[config.mk]
export PLATFORM = sky130hd
export DESIGN_NAME = accum_frame_arbiter
export DESIGN_NICKNAME = d
export VERILOG_FILES = /design/src/rtl/accum_frame_arbiter.sv
export SDC_FILE = /design/constraint.sdc
export NUM_CORES = 1
export LEC_CHECK = 0
export ABC_AREA = 1
export CAP_MARGIN = 5
export CORE_ASPECT_RATIO = 2
export CORE_MARGIN = 2
export CORE_UTILIZATION = 39
export CTS_CLUSTER_DIAMETER = 30
export DETAILED_ROUTE_END_ITERATION = 8
export PLACE_DENSITY = 0.83
export REMOVE_ABC_BUFFERS = 1
export SYNTH_ARGS = -nofsm -noshare
export SYNTH_HDL_FRONTEND = slang
export SYNTH_SLANG_ARGS = --single-unit
export TNS_END_PERCENT = 100
[constraint.sdc]
create_clock -name clk -period 1.66 [get_ports clk]
set_input_delay 0.332 -clock clk [delete_from_list [all_inputs] [get_ports clk]]
set_output_delay 0.332 -clock clk [all_outputs]
set_load 0.05 [all_outputs]
[src/rtl/accum_frame_arbiter.sv]
// Round-robin arbiter: N_SRC sources stream NO_OF_STEPS-beat frames into one accumulator; results tagged with source ID.
// Grant one cycle after request; beats and results pass through combinationally; backpressure from a_ready/m_ready.
module accum_frame_arbiter #(
  parameter int WIDTH       = 3,
  parameter int N_SRC       = 4,
  parameter int NO_OF_STEPS = 10
) (
  input  logic                      clk,
  input  logic                      rstn,
  input  logic [N_SRC-1:0]          s_valid,
  output logic [N_SRC-1:0]          s_ready,
  input  logic [N_SRC*WIDTH-1:0]    s_data,
  output logic                      a_valid,
  input  logic                      a_ready,
  output logic [WIDTH-1:0]          a_data,
  input  logic                      r_valid,
  output logic                      r_ready,
  input  logic [13:0]               r_data,
  output logic                      m_valid,
  input  logic                      m_ready,
  output logic [13:0]               m_data,
  output logic [$clog2(N_SRC)-1:0]  m_id,
  output logic                      busy,
  output logic                      err_orphan
);

  localparam int ID_W  = $clog2(N_SRC);
  localparam int CNT_W = (NO_OF_STEPS > 1) ? $clog2(NO_OF_STEPS) : 1;
  localparam logic [CNT_W-1:0] LAST = CNT_W'(NO_OF_STEPS - 1);

  typedef enum logic {IDLE, STREAM} state_t;

  state_t            state_q, state_d;
  logic [ID_W-1:0]   grant_q, grant_d;
  logic [ID_W-1:0]   rr_ptr_q, rr_ptr_d;
  logic [CNT_W-1:0]  count_q, count_d;
  logic [ID_W-1:0]   fifo_q [2];
  logic [ID_W-1:0]   fifo_d [2];
  logic              rd_ptr_q, rd_ptr_d;
  logic              wr_ptr_q, wr_ptr_d;
  logic [1:0]        occ_q, occ_d;
  logic              err_orphan_q, err_orphan_d;

  logic              pick_vld;
  logic [ID_W-1:0]   pick_id;
  logic [ID_W:0]     rr_idx;
  logic              hs, pop, push, full, grant_fire;

  // First valid source at or after rr_ptr, wrapping past N_SRC-1.
  always_comb begin
    pick_vld = 1'b0;
    pick_id  = '0;
    rr_idx   = '0;
    for (int k = 0; k < N_SRC; k++) begin
      rr_idx = {1'b0, rr_ptr_q} + (ID_W+1)'(k);
      if (rr_idx >= (ID_W+1)'(N_SRC)) rr_idx = rr_idx - (ID_W+1)'(N_SRC);
      if (!pick_vld && s_valid[rr_idx[ID_W-1:0]]) begin
        pick_vld = 1'b1;
        pick_id  = rr_idx[ID_W-1:0];
      end
    end
  end

  always_comb begin
    s_ready = '0;
    a_data  = '0;
    for (int i = 0; i < N_SRC; i++) begin
      if (grant_q == ID_W'(i)) begin
        a_data     = s_data[i*WIDTH +: WIDTH];
        s_ready[i] = (state_q == STREAM) & a_ready;
      end
    end
  end

  assign a_valid    = (state_q == STREAM) & s_valid[grant_q];
  assign busy       = (state_q == STREAM);
  assign m_valid    = r_valid;
  assign m_data     = r_data;
  assign r_ready    = m_ready;
  assign m_id       = (occ_q != 2'd0) ? fifo_q[rd_ptr_q] : '0;
  assign err_orphan = err_orphan_q;

  assign hs   = a_valid & a_ready;
  assign pop  = r_valid & m_ready & (occ_q != 2'd0);
  assign full = (occ_q == 2'd2);
  // A pop frees a slot in the same cycle, so a full FIFO can still accept a grant.
  assign grant_fire = (state_q == IDLE) & pick_vld & (~full | pop);
  assign push = grant_fire;

  always_comb begin
    state_d      = state_q;
    grant_d      = grant_q;
    rr_ptr_d     = rr_ptr_q;
    count_d      = count_q;
    fifo_d       = fifo_q;
    rd_ptr_d     = rd_ptr_q ^ pop;
    wr_ptr_d     = wr_ptr_q ^ push;
    occ_d        = occ_q;
    err_orphan_d = err_orphan_q | (r_valid & m_ready & (occ_q == 2'd0));

    case (state_q)
      IDLE: begin
        if (grant_fire) begin
          grant_d = pick_id;
          count_d = '0;
          state_d = STREAM;
        end
      end
      STREAM: begin
        if (hs) begin
          if (count_q == LAST) begin
            count_d  = '0;
            rr_ptr_d = (grant_q == ID_W'(N_SRC - 1)) ? '0 : grant_q + 1'b1;
            state_d  = IDLE;
          end else begin
            count_d = count_q + 1'b1;
          end
        end
      end
      default: state_d = IDLE;
    endcase

    if (push) fifo_d[wr_ptr_q] = pick_id;
    case ({push, pop})
      2'b10:   occ_d = occ_q + 2'd1;
      2'b01:   occ_d = occ_q - 2'd1;
      default: occ_d = occ_q;
    endcase
  end

  always_ff @(posedge clk or negedge rstn) begin
    if (!rstn) begin
      state_q      <= IDLE;
      grant_q      <= '0;
      rr_ptr_q     <= '0;
      count_q      <= '0;
      fifo_q       <= '{default: '0};
      rd_ptr_q     <= 1'b0;
      wr_ptr_q     <= 1'b0;
      occ_q        <= 2'd0;
      err_orphan_q <= 1'b0;
    end else begin
      state_q      <= state_d;
      grant_q      <= grant_d;
      rr_ptr_q     <= rr_ptr_d;
      count_q      <= count_d;
      fifo_q       <= fifo_d;
      rd_ptr_q     <= rd_ptr_d;
      wr_ptr_q     <= wr_ptr_d;
      occ_q        <= occ_d;
      err_orphan_q <= err_orphan_d;
    end
  end

endmodule

# Word level (Yosys, flattened, before mapping)
# Cells that the tools add are included.
# classes
n_addsub,11
mul,0
div,0
order_cmp,12
n_eq_ne,9
n_shift,0
mux,47
bitwise_logic,16
n_reduce_logical,14
# op_table
cell,count
$mux W2,14
$mux W1,16
$lt A2 B3 Y1 const B,5
$mux W3,4
$mux W4,3
$bmux W1 S2,5
$sub A2 B1 Y2 const B,5
$ge A3 B3 Y1 const B,3
$and A1 B1 Y1,8
$eq A2 B2 Y1 const B,4
$pmux W4 S2,1
$add A2 B2 Y3 const B,2
$add A2 B1 Y2 const B,2
$add A4 B1 Y4 const B,1
$bwmux W4,1
$eq A2 B1 Y1 const B,2
$eq A4 B4 Y1 const B,1
$ge A2 B2 Y1 const B,2
$logic_and A1 B1 Y1,4
$logic_not A2 Y1,2
$not A1 Y2,2
$pmux W2 S2,1
$reduce_and A2 Y1,2
$reduce_bool A2 Y1,2
other kinds (12),17
# totals
ff_bits,18
latch_bits,0
ramBits,0
romBits,0
inputBits,35
output_inout_bits,28
wordCells,119
mem_count,0

# Longest topological paths before layout
# Gate-level depths: netlist (run 1).
# depth
depth_word,18
ltp_mapped,13
ltp_nobuf,13

# Worst setup path before layout (run 1)
# OpenSTA, ideal clock, no wires.
# synth_timing
path_kind,register to output
from,reg grant_q[1]
to,out a_data[0]
arrival_time_ps,2039
t_required_ps,1328
slack_ps,-711
stages_incl_launch_ff,8
n_path_buf,0
path_cell_list,dfrtp_1 > inv_1 > ha_1 > inv_1 > nand3_1 > nand2_1 > o21ai_0 > o21ai_0
# synth_between
elab_chain_len,5
elab_cells_between_ends,8
cone_classes,eq/ne (3); mux (4); reduce/logical (1)
# synth_lines
element,line_no,rtl
from (decl),34,"logic [ID_W-1:0] grant_q, grant_d;"
from (signal assigned),144,grant_q <= grant_d;
$logic_not A2 Y1,68,if (grant_q == ID_W'(i)) begin
$mux W3 (3 in series),68,
$mux W3 *,68,
to (decl),15,"output logic [WIDTH-1:0] a_data,"
# Every way passes the cells marked *; elsewhere a longest branch is shown, timed or not.

# Final worst setup path (run 1)
# layout_timing
from,reg grant_q[0]
to,out a_data[1]
# Same word-level chain as after synthesis.

==> results.py, run 1 <==
metrics = {
    "clocking": {
        "clkLatencyLatePin_ns": 0.25,
        "clock_sinks": 18,
        "root_buffer": "clkbuf_8",
        "cts_max_level": 1,
        "cts_tree": "done",
        "path_clk_slew_ns": 0.07,
        "cts_buffer_depth": 2,
        "tritoncts.num_buffers": 3,
    },
    "pwr": {
        "leakage_nw": 1.25,
        "power_density_nw_per_um2": 2160,
        "ir_worst_vdd_v": 0.00137,
    },
    "setup_path": {
        "rr_worst_depth": 12,
        "crit_buf_inv": 4,
        "crit_chain": "inv_4 > ha_4 > inv_6 > o21ai_0 > o21ai_1 > buf_4 > buf_12",
        "crit_slowest_cell": "dfrtp_2",
        "crit_type": "flip-flop to output port",
        "cp.required_ns": 1.33,
        "max_stage_delay_ns": 0.49,
        "crit_arrival_ns": 1.72,
        "cp-start-kind": "flip-flop",
        "path_max_fanout": 4,
        "path_depth": 7,
        "end_kind": "output port",
        "path_delay_family": "flip-flops",
    },
    "sta": {
        "finalHoldViolCount": 0,
        "worst_pin_slew_ns": 0.499,
        "maxSlewViolCount": 0,
        "fin_skew_ns": 0.00114,
        "finalSetupViolCount": 24,
        "timing.fmax_mhz": 488,
        "fin_ws_ns": -0.388,
        "post-route-period-util_pct": 123,
        "relSlewSlack_pct": 66.4,
        "rsz0062_at_grt": "true",
        "period_needed_ns": 2.05,
    },
    "yosys": {
        "syn_area_um2": 1510,
        "synth_cell_types": 23,
        "synth_seq_area_share_pct": 29.8,
        "postSynthCellCount": 212,
        "yosys_warnings": 0,
        "postSynthAreaPerCell_um2": 7.12,
        "yosys_register_bits": 18,
    },
    "run": {
        "maxCapViolCount": 0,
    },
    "detailed_routing": {
        "drc": 0,
        "drt_pre_antenna_iters": 4,
        "vias_per_cell": 5.60,
        "dr_total_vias": 1832,
        "drt_iter0_markers": 59,
        "finalWirelength_mm": 6.65,
        "ant_nets": 0,
        "post_drt_wl_per_cell_um": 20.3,
    },
    "floorplan": {
        "fp.dieArea_um2": 4420,
        "start_util_pct": 39.7,
        "coreArea_um2": 3800,
        "core.rowCount": 32,
        "die_x_um": 48,
        "die_y_um": 92,
        "pin_count": 63,
    },
    "layout": {
        "n_fill_cell": 229,
        "fin_cells": 327,
        "syn_to_final_growth_pct": 80.5,
        "fin_nets": 321,
        "layout-drive-gt1-share_pct": 57.6,
        "n_antenna_cell": 0,
    },
    "worst_hold_path": {
        "hp-class": "input pin to async pin",
    },
    "status": {
        "status": "finished with violations",
        "violations": "negative setup slack",
    },
    "global_route": {
        "gr-total-overflow": 0,
        "antenna_found_initial": 0,
        "grt_max_degree": 19,
        "grt_use_total_pct": 25.9,
        "grt_pass1_vias": 1790,
        "grt_pass1_wl_mm": 8.32,
    },
    "place": {
        "dpl.cell_count": 313,
        "gp_congestion": 0.819,
        "hpwl_mm": 3.49,
        "dpl_worst_slack_ns": -0.541,
        "port_buffers": 34,
    },
}
==> layout by cell type, fill, tap and decap left out, types with 4 or more instances in the layout <==
cell type / synthesis / layout
nand3_1: 17 / 8
a21oi_2: 0 / 7
nand2_2: 6 / 23
buf_12: 0 / 13
nand2_1: 60 / 35
o21ai_1: 4 / 6
inv_1: 25 / 16
buf_6: 1 / 7
ha_4: 0 / 6
inv_2: 3 / 6
nand3_2: 3 / 10
nor2_1: 12 / 7
nand2_4: 6 / 13
o21ai_2: 1 / 8
buf_4: 16 / 35
clkbuf_8: 0 / 4
clkdlybuf4s50_1: 0 / 16
dfrtp_1: 18 / 14
dfrtp_2: 0 / 4
dlygate4sd2_1: 0 / 4
==> stage by stage <==
step / utilization [%] / TNS (ns) / instance area (µm²) / total power, W / hold slack, ns
2_1_floorplan: - / -3.91 / 1380 / 0.00259 / 0.0364
3_3_place_gp: 56.7 / -5.28 / 2160 / 0.00400 / 0.467
3_5_place_dp: 56.7 / -6.65 / 2160 / 0.00413 / 0.471
4_1_cts: 64.8 / -1.56 / 2470 / 0.00500 / 0.411
5_1_grt: 71.7 / -6.12 / 2730 / 0.00620 / 0.419
6_report: 71.7 / -3.90 / 2730 / 0.00588 / 0.406
==> repair_timing <==
action,CTS,global route
hold buffers,0,0
setup buffers,6,7
gates cloned,0,0
pin swaps,16,25
gates resized for setup,74,61
endpoints found under the hold margin,0,0
endpoints found under the setup margin,22,26
==> power by group <==
group	switching (W)	internal, W	total, W
clock	0.000144	0.000211	0.000355
combinational	0.00255	0.00207	0.00462
sequential	0.000272	0.000634	0.000907
total	0.00296	0.00292	0.00588
==> cells in the mapped netlist <==
cell type  count  area, µm²
a21oi_1       10       50.1
a31o_2         1       8.76
a31oi_1        1       6.26
buf_4         16        120
buf_6          1       11.3
dfrtp_1       18        450
ha_1           9        113
inv_1         25       93.8
inv_2          3       11.3
nand2_1       60        225
nand2_2        6       37.5
nand2_4        6       67.6
nand3_1       17       85.1
nand3_2        3       30.0
nor2_1        12       45.0
nor2_8         1       20.0
nor3_1         1       5.00
nor4_1         1       6.26
o21ai_0       12       60.1
o21ai_1        4       20.0
o21ai_2        1       8.76
xnor2_1        3       26.3
xor2_1         1       8.76
==> path summary, 6_finish.rpt <==
path,start,end,slack [ns]
min in group clk,err_orphan,err_orphan,0.49
max reg2reg,rr_ptr_q[0],occ_q[1],-0.21
min reg2reg,err_orphan,err_orphan,0.49
min,rstn,rd_ptr_q,0.41
max in group asynchronous,rstn,rr_ptr_q[0],1.03
max,grant_q[0],a_data[1],-0.39
==> routing by layer <==
metal  up-vias  part of all wire, %  global-route usage (%)  routed length, µm
met5         -                    0                       0                  0
met4         0                  5.4                    11.5                361
met3        31                  5.8                    8.86                384
met2        84                   55                    45.6               3640
met1       932                   34                    24.8               2260
li1        785                    -                       -                  -
==> kinds of logic after synthesis <==
| family | count (synthesis) | synth area share [%] |
|---|---|---|
| simple gates | 107 | 34.5 |
| buf+inv | 45 | 15.7 |
| compound gates | 29 | 10.2 |
| flops | 18 | 29.8 |
| fa+ha+maj | 9 | 7.46 |
| xor+xnor | 4 | 2.32 |
==> state kept, by name (all words and copies together), names as in the netlist <==
name / count
fifo_q: 4
rr_ptr_q: 2
err_orphan: 1
count_q: 4
grant_q: 2
busy: 1
wr_ptr_q: 1
rd_ptr_q: 1
occ_q: 2
==> cell type report <==
| class | instances | area, µm² | share of cell area [%] |
|---|---|---|---|
| inverter | 28 | 128 | 4.68 |
| sequential | 18 | 455 | 16.7 |
| timing repair buffer | 77 | 827 | 30.3 |
| tap | 51 | 63.8 | 2.34 |
| multi-input combinational | 149 | 1200 | 43.9 |
| clock buffer | 4 | 55.1 | 2.02 |
Note: power is estimated with default switching activity, not from simulation.
==> run 2, diff against run 1 <==
Clock period 1.66 ns to 1.8 ns, I/O delays scaled along.
==> results.py, run 2 (synthesis gave the netlist of run 1 again) <==
metrics = {
    "status": {
        "status": "finished with violations",
        "violations": "negative setup slack",
    },
    "setup_path": {
        "crit_chain": "ha_4 > inv_4 > nand3_2 > nand2_1 > o21ai_1 > o21ai_2 > buf_12",
        "path_delay_family": "flip-flops",
        "crit_slowest_cell": "dfrtp_2",
        "end_kind": "output port",
        "crit-reg2reg-launch": "rr_ptr_q[0]",
        "max_stage_delay_ns": 0.47,
        "r2r-end": "occ_q[1]",
        "rr_worst_depth": 12,
        "cp-start-kind": "flip-flop",
        "regToRegSetupSlack_ns": -0.07,
        "crit_arrival_ns": 1.57,
        "crit_type": "flip-flop to output port",
        "cp.required_ns": 1.44,
        "crit_buf_inv": 2,
        "path_max_fanout": 4,
    },
    "layout": {
        "fin_cells": 316,
        "layout_commonest_cell": "nand2_1",
        "mostFrequentLayoutCells": "nand2_1, buf_4, inv_1",
        "layout-drive-gt1-share_pct": 44.5,
        "fin_nets": 310,
        "n_antenna_cell": 0,
        "syn_to_final_growth_pct": 62.1,
        "reg.largest.list": "count_q: 4 flops, fifo_q: 4 flops",
    },
    "clocking": {
        "cts_buffer_depth": 2,
        "tritoncts.num_buffers": 3,
        "path_clk_slew_ns": 0.07,
        "hold_buffers": 0,
        "clkLatencyLatePin_ns": 0.25,
        "cts_tree": "done",
        "cts_max_level": 1,
        "root_buffer": "clkbuf_8",
        "clock_sinks": 18,
    },
    "detailed_routing": {
        "drt_pre_antenna_iters": 4,
        "dr_total_vias": 1617,
        "post_drt_wl_per_cell_um": 16.9,
        "drc": 0,
        "ant_nets": 0,
        "finalWirelength_mm": 5.33,
        "vias_per_cell": 5.12,
        "drt_iter0_markers": 45,
    },
    "global_route": {
        "grt_pass1_vias": 1678,
        "grt_max_degree": 19,
        "antenna_found_initial": 0,
        "gr-total-overflow": 0,
        "grt_pass1_wl_mm": 7.29,
        "grt_use_total_pct": 22.3,
    },
    "floorplan": {
        "fp.dieArea_um2": 4420,
        "coreArea_um2": 3800,
        "die_x_um": 48,
        "die_y_um": 92,
        "start_util_pct": 39.7,
        "core.rowCount": 32,
        "pin_count": 63,
    },
    "sta": {
        "relSlewSlack_pct": 77.0,
        "final.setup.tns_ns": -0.511,
        "finalHoldViolCount": 0,
        "maxSlewViolCount": 0,
        "finalSetupViolCount": 7,
        "worst_pin_slew_ns": 0.344,
        "timing.fmax_mhz": 519,
        "period_needed_ns": 1.93,
        "rsz0062_at_grt": "true",
        "post-route-period-util_pct": 107,
        "fin_skew_ns": 0.00403,
        "fin_ws_ns": -0.126,
    },
    "worst_hold_path": {
        "hp-class": "input pin to async pin",
    },
    "place": {
        "dpl_worst_slack_ns": -0.435,
        "port_buffers": 34,
        "hpwl_mm": 3.25,
        "dpl.cell_count": 307,
        "gp_congestion": 0.842,
    },
    "pwr": {
        "power_density_nw_per_um2": 1920,
        "ir_worst_vdd_v": 0.00118,
        "leakage_nw": 1.16,
    },
    "run": {
        "maxCapViolCount": 0,
    },
}
run 2: cell count changes in the layout (fill, tap and decap cells not counted), sizes merged:
cell / change
dlygate4sd2: -1
dlymetal6s2s: +1
inv: +1
clkinv: -1
buf: -11
run 2: worst max-delay path by stage:
stage               depth (start not counted)       start  slack (ns)   endpoint
detailed placement                         12  s_valid[3]       -0.43   occ_q[1]
CTS                                         7  grant_q[0]       -0.11  a_data[1]
global route                                7  grant_q[1]       -0.19  a_data[0]
finish                                      7  grant_q[0]       -0.13  a_data[0]
floorplan                                   7  grant_q[1]       -0.60  a_data[0]
global placement                           12  s_valid[3]       -0.34   occ_q[1]
run 2: cell type report:
cell class / instances / area (µm²)
Tap cell: 51 / 63.8
Fill cell: 272 / 1360
Clock buffer: 4 / 55.1
Timing Repair Buffer: 66 / 709
Inverter: 28 / 118
Multi-Input combinational cell: 149 / 1050
Sequential cell: 18 / 454
run 2: through the flow:
| stage | total power [W] | hold slack [ns] | util [%] | cell area (µm²) |
|---|---|---|---|---|
| after floorplan | 0.00238 | 0.0644 | - | 1380 |
| after global placement | 0.00358 | 0.454 | 55.2 | 2100 |
| after detailed placement | 0.00367 | 0.462 | 55.2 | 2100 |
| after CTS | 0.00423 | 0.441 | 59.8 | 2280 |
| after global routing | 0.00499 | 0.473 | 64.3 | 2450 |
| final | 0.00469 | 0.441 | 64.3 | 2450 |
run 2: layer usage:
layer,global-route usage [%],vias to the layer above,part of all wire [%]
li1,-,760,-
met1,19.8,765,32
met2,43.1,74,59
met3,5.91,18,6.2
met4,6.76,0,2.9
met5,0,-,0
run 2: timing repair:
action / in CTS / in global routing
gates resized for setup: 39 / 42
setup endpoints to repair: 12 / 23
buffers inserted: 5 / 3
pin swaps: 6 / 15
run 2: power by group:
part	switching [W]	internal (W)
registers	0.000225	0.000582
logic	0.00200	0.00156
clock network	0.000134	0.000194
